File: src/rtl/xc_aesmix_iter.sv
// Iterative AES MixColumns / InvMixColumns: one 32-bit column result built LANES bytes per cycle.
// LANES=4 is combinational and cycle-equivalent to the single-cycle unit.
module xc_aesmix_iter #(
    parameter int LANES = 4
) (
    input  logic        clock,
    input  logic        reset,
    input  logic        valid,
    input  logic [31:0] rs1,
    input  logic [31:0] rs2,
    input  logic        enc,
    output logic        ready,
    output logic [31:0] result
);

    localparam int STEPS = 4 / LANES;
    localparam int CW    = (STEPS > 2) ? $clog2(STEPS) : 1;
    localparam logic [CW-1:0] LAST = CW'(STEPS - 1);

    generate
        if (LANES != 1 && LANES != 2 && LANES != 4) begin : g_bad_lanes
            $error("xc_aesmix_iter: LANES must be 1, 2 or 4");
        end
    endgenerate

    function automatic logic [7:0] xt2(input logic [7:0] a);
        return {a[6:0], 1'b0} ^ (a[7] ? 8'h1b : 8'h00);
    endfunction

    function automatic logic [7:0] gmul(input logic [7:0] a, input logic [3:0] k);
        logic [7:0] p;
        logic [7:0] x;
        p = 8'h00;
        x = a;
        for (int i = 0; i < 4; i++) begin
            if (k[i]) p = p ^ x;
            x = xt2(x);
        end
        return p;
    endfunction

    // Output row r weights input byte i by coefficient c[(i - r) mod 4].
    function automatic logic [7:0] lane_byte(input logic [31:0] t, input logic [1:0] row,
                                             input logic en);
        logic [7:0] sum;
        logic [1:0] idx;
        logic [3:0] k;
        sum = 8'h00;
        for (int i = 0; i < 4; i++) begin
            idx = 2'(i) - row;
            case (idx)
                2'd0:    k = en ? 4'h2 : 4'he;
                2'd1:    k = en ? 4'h3 : 4'hb;
                2'd2:    k = en ? 4'h1 : 4'hd;
                default: k = en ? 4'h1 : 4'h9;
            endcase
            sum = sum ^ gmul(t[8*i +: 8], k);
        end
        return sum;
    endfunction

    logic [CW-1:0] cnt_q, cnt_d;
    logic [23:0]   acc_q, acc_d;
    logic [31:0]   col;
    logic [31:0]   cur;
    logic [31:0]   acc_ext;
    logic [3:0]    in_grp;
    logic [1:0]    row;
    logic          last;
    logic          unused_bits;

    assign unused_bits = ^{rs1[31:16], rs2[15:0]};

    always_comb begin
        col     = {rs2[31:16], rs1[15:0]};
        cur     = 32'h0;
        in_grp  = 4'h0;
        row     = 2'd0;
        for (int l = 0; l < LANES; l++) begin
            row = 2'(int'(cnt_q) * LANES + l);
            cur[8*row +: 8] = lane_byte(col, row, enc);
            in_grp[row]     = 1'b1;
        end

        last  = (cnt_q == LAST);
        cnt_d = (valid && !last) ? cnt_q + CW'(1) : '0;

        acc_d = acc_q;
        if (valid && !last) begin
            for (int b = 0; b < 3; b++) begin
                if (in_grp[b]) acc_d[8*b +: 8] = cur[8*b +: 8];
            end
        end

        ready   = reset && valid && last;
        acc_ext = {8'h00, acc_q};
        result  = 32'h0;
        if (ready) begin
            for (int b = 0; b < 4; b++) begin
                result[8*b +: 8] = in_grp[b] ? cur[8*b +: 8] : acc_ext[8*b +: 8];
            end
        end
    end

    always_ff @(posedge clock) begin
        if (!reset) begin
            cnt_q <= '0;
            acc_q <= 24'h0;
        end else begin
            cnt_q <= cnt_d;
            acc_q <= acc_d;
        end
    end

endmodule

File: config.mk
export PLATFORM = sky130hd
export DESIGN_NAME = xc_aesmix_iter
export DESIGN_NICKNAME = d
export VERILOG_FILES = /design/src/rtl/xc_aesmix_iter.sv
export SDC_FILE = /design/constraint.sdc
export NUM_CORES = 1
export LEC_CHECK = 0
export BUFFER_PORTS_ARGS = -buffer_cell sky130_fd_sc_hd__buf_2
export CAP_MARGIN = 40
export CORE_MARGIN = 10
export CORE_UTILIZATION = 48
export DETAILED_ROUTE_END_ITERATION = 12
export PLACE_DENSITY = 0.78
export SLEW_MARGIN = 40
export SYNTH_ARGS = -nofsm -noshare
export SYNTH_HDL_FRONTEND = slang
export SYNTH_SLANG_ARGS = --single-unit
File: constraint.sdc
create_clock -name clock -period 2.3 [get_ports clock]
set_clock_uncertainty 0.2 [all_clocks]
set_input_delay 0.115 -clock clock [delete_from_list [all_inputs] [get_ports clock]]
set_output_delay 0.115 -clock clock [all_outputs]
set_load 0.01 [all_outputs]
==> flow_metrics.py <==
metrics = {
    "route": {
        "viasPerCell": 4.76,
        "wl_um": 7150,
        "ant_nets": 0,
        "drt-pass1-iter-count": 4,
        "drt_iter0_markers": 105,
        "post_drt_wl_per_cell_um": 16.0,
        "routed-via-count": 2129,
        "route.detailed.drc": 0,
    },
    "floorplan": {
        "rows": 27,
        "start_util": 0.488,
        "die_h_um": 94.4,
        "ios": 101,
        "fp.dieW_um": 94.4,
        "die_area_mm2": 0.00891,
        "coreArea_mm2": 0.00544,
    },
    "yosys": {
        "postSynthAreaPerCell_um2": 9.07,
        "synth_top_area_share": 0.422,
        "ys_types": 24,
        "yosys-top-cells-area": "xnor2_1 42%, xnor3_1 23%, xor2_1 11%, nor2_1 6.6%, xor3_1 3.6%",
        "ys_ff_latch": 1,
        "synthArstFlopShare": 0,
        "synthTopCellsByCount": "128 x xnor2_1, 47 x nor2_1, 32 x xor2_1",
        "yosysMostFrequentCell": "xnor2_1",
        "synth-main-ff-cell": "dfxtp_1",
        "synth-edff-count": 0,
        "syn_nets": 361,
        "synth_top_area_cell": "xnor2_1",
        "netlist_area_mm2": 0.00266,
        "yosys_warnings": 0,
        "synth_cells": 293,
        "ys_seq_area_frac": 0.00754,
    },
    "timing": {
        "min_period_over_period": 0.974,
        "drv_slew": 0,
        "finalSetupTns_ps": 0,
        "fin_crit_ps": 2240,
        "hold_violations": 0,
        "rsz0062_at_grt": "true",
        "finalWorstSetupSlack_ps": 59.5,
        "fin_hold_ws_ps": 421,
        "fmax_mhz": 446,
        "finalSetupViolations": 0,
    },
    "global_routing": {
        "grt_max_degree": 32,
        "grt_pass1_vias": 2379,
        "gr-total-overflow": 0,
        "antenna_found_initial": 0,
        "track_usage": 0.157,
        "grt_pass1_wl_um": 11500,
    },
    "cts": {
        "cts_hold_buf": 0,
    },
    "power_and_ir_drop": {
        "p_per_area_mw_per_mm2": 507,
        "p_leak_uw": 0.00159,
        "p_seq_frac": 0.011,
        "pwr-share-clk": 0,
        "p_int_uw": 940,
        "power.net_switching_uw": 737,
        "swShare": 0.439,
        "vdd_drop_max_v": 0.000278,
        "power_frac_comb": 0.989,
    },
    "final_layout": {
        "n_fill_cell": 478,
        "fin_nets": 445,
        "n_antenna_cell": 0,
        "drive_above_1_share": 0.331,
        "largest_reg_flops": 1,
        "top_regs": "cnt_q (1)",
        "synthToLayoutAreaGrowth_pct": 24.4,
        "regMostFlops": "cnt_q",
        "fin_cells": 447,
    },
    "place": {
        "place_ws_ps": -9.29,
        "portBuffers": 68,
        "dp_cells": 445,
        "globalplace.congestion": 0.909,
        "place_hpwl_um": 6150,
    },
    "setup_path": {
        "cp_data_arrival_time_ps": 1930,
        "crit_fanout": 4,
        "critPathCaptureType": "output pin",
        "worstSetupStartpointType": "input pin",
        "worstPathRequired_ps": 1990,
        "critPathKind": "in2out",
    },
    "hold_path": {
        "holdPathStages": 4,
        "holdCritStartpoint": "reset",
        "hold_end": "ready",
        "hp-class": "in2out",
    },
    "run_status": {
        "status": "finished, final reports clean",
    },
    "job": {
        "maxCapViolations": 0,
    },
}
-- critical path, cell delays in order --
cell	delay, ps
buf_2	150
xnor3_1	470
xnor3_1	450
xnor2_1	230
nor2_1	110
xnor2_1	200
nor2_1	50
buf_2	150
-- cells in the final DEF (no fill, tap or decap), drive strengths merged --
cell      n
conb      1
buf     107
clkbuf    1
nand2b    2
nor2     48
xor2     32
or2       1
mux2i     3
or3       1
o21ai     6
xnor2   133
xnor3    27
inv       1
dfxtp     1
a21oi     1
nand2     4
xor3      4
nor2b     1
nand3b    1
-- metrics by stage --
stage	power, µW	util	instance area [µm²]
floorplan	1290	-	2660
detailed placement	1640	0.596	3240
CTS	1650	0.597	3250
global placement	1610	0.596	3240
global route	1810	0.608	3310
finish	1680	0.608	3310
-- what timing repair did --
item                       CTS  global route
gates resized for setup      1             9
setup endpoints to repair    1             8
pin swaps                    0             5
setup buffers                0             2
-- worst max path at each step --
stage,startpoint,to,slack [ps],cells after the start
after floorplan,rs1[9],result[20],160,7
after global placement,rs2[18],result[20],40,8
after global routing,rs1[7],result[20],-30,8
after detailed placement,rs1[7],result[13],-9,9
after CTS,rs2[23],result[6],20,8
final,rs1[13],result[27],60,8
-- cells by family after synthesis --
kind of cell	Yosys count	share of synthesized area
other cells	1	0.00141
flops	1	0.00754
mux	3	0.0113
compound gates	7	0.0132
simple gates	58	0.0890
buf+inv	27	0.0546
xor+xnor	196	0.823
-- routing by layer --
| layer | up-vias | GRT usage | part of all wire |
|---|---|---|---|
| li1 | 1059 | - | - |
| met1 | 1003 | 0.191 | 0.42 |
| met2 | 63 | 0.296 | 0.51 |
| met3 | 4 | 0.0190 | 0.061 |
| met4 | 0 | 0.0114 | 0.0074 |
| met5 | - | 0 | 0 |
-- cell type report --
| class | instances | area [µm²] | share of cell area |
|---|---|---|---|
| multi-input combinational | 265 | 2540 | 0.767 |
| timing repair buffer | 108 | 656 | 0.198 |
| tap | 72 | 90.1 | 0.0273 |
| sequential | 1 | 20.0 | 0.00606 |
| inverter | 1 | 3.75 | 0.00114 |
-- power by group through the flow --
stage          clock (µW)  sequential [µW]  combinational [µW]
3_3_place_gp            0             18.8                1590
3_5_place_dp            0             18.8                1620
4_1_cts                 0             18.8                1640
5_1_grt                 0             18.9                1790
2_1_floorplan           0             18.7                1270
6_report                0             18.8                1660
Note: power is estimated with default switching activity, not from simulation.
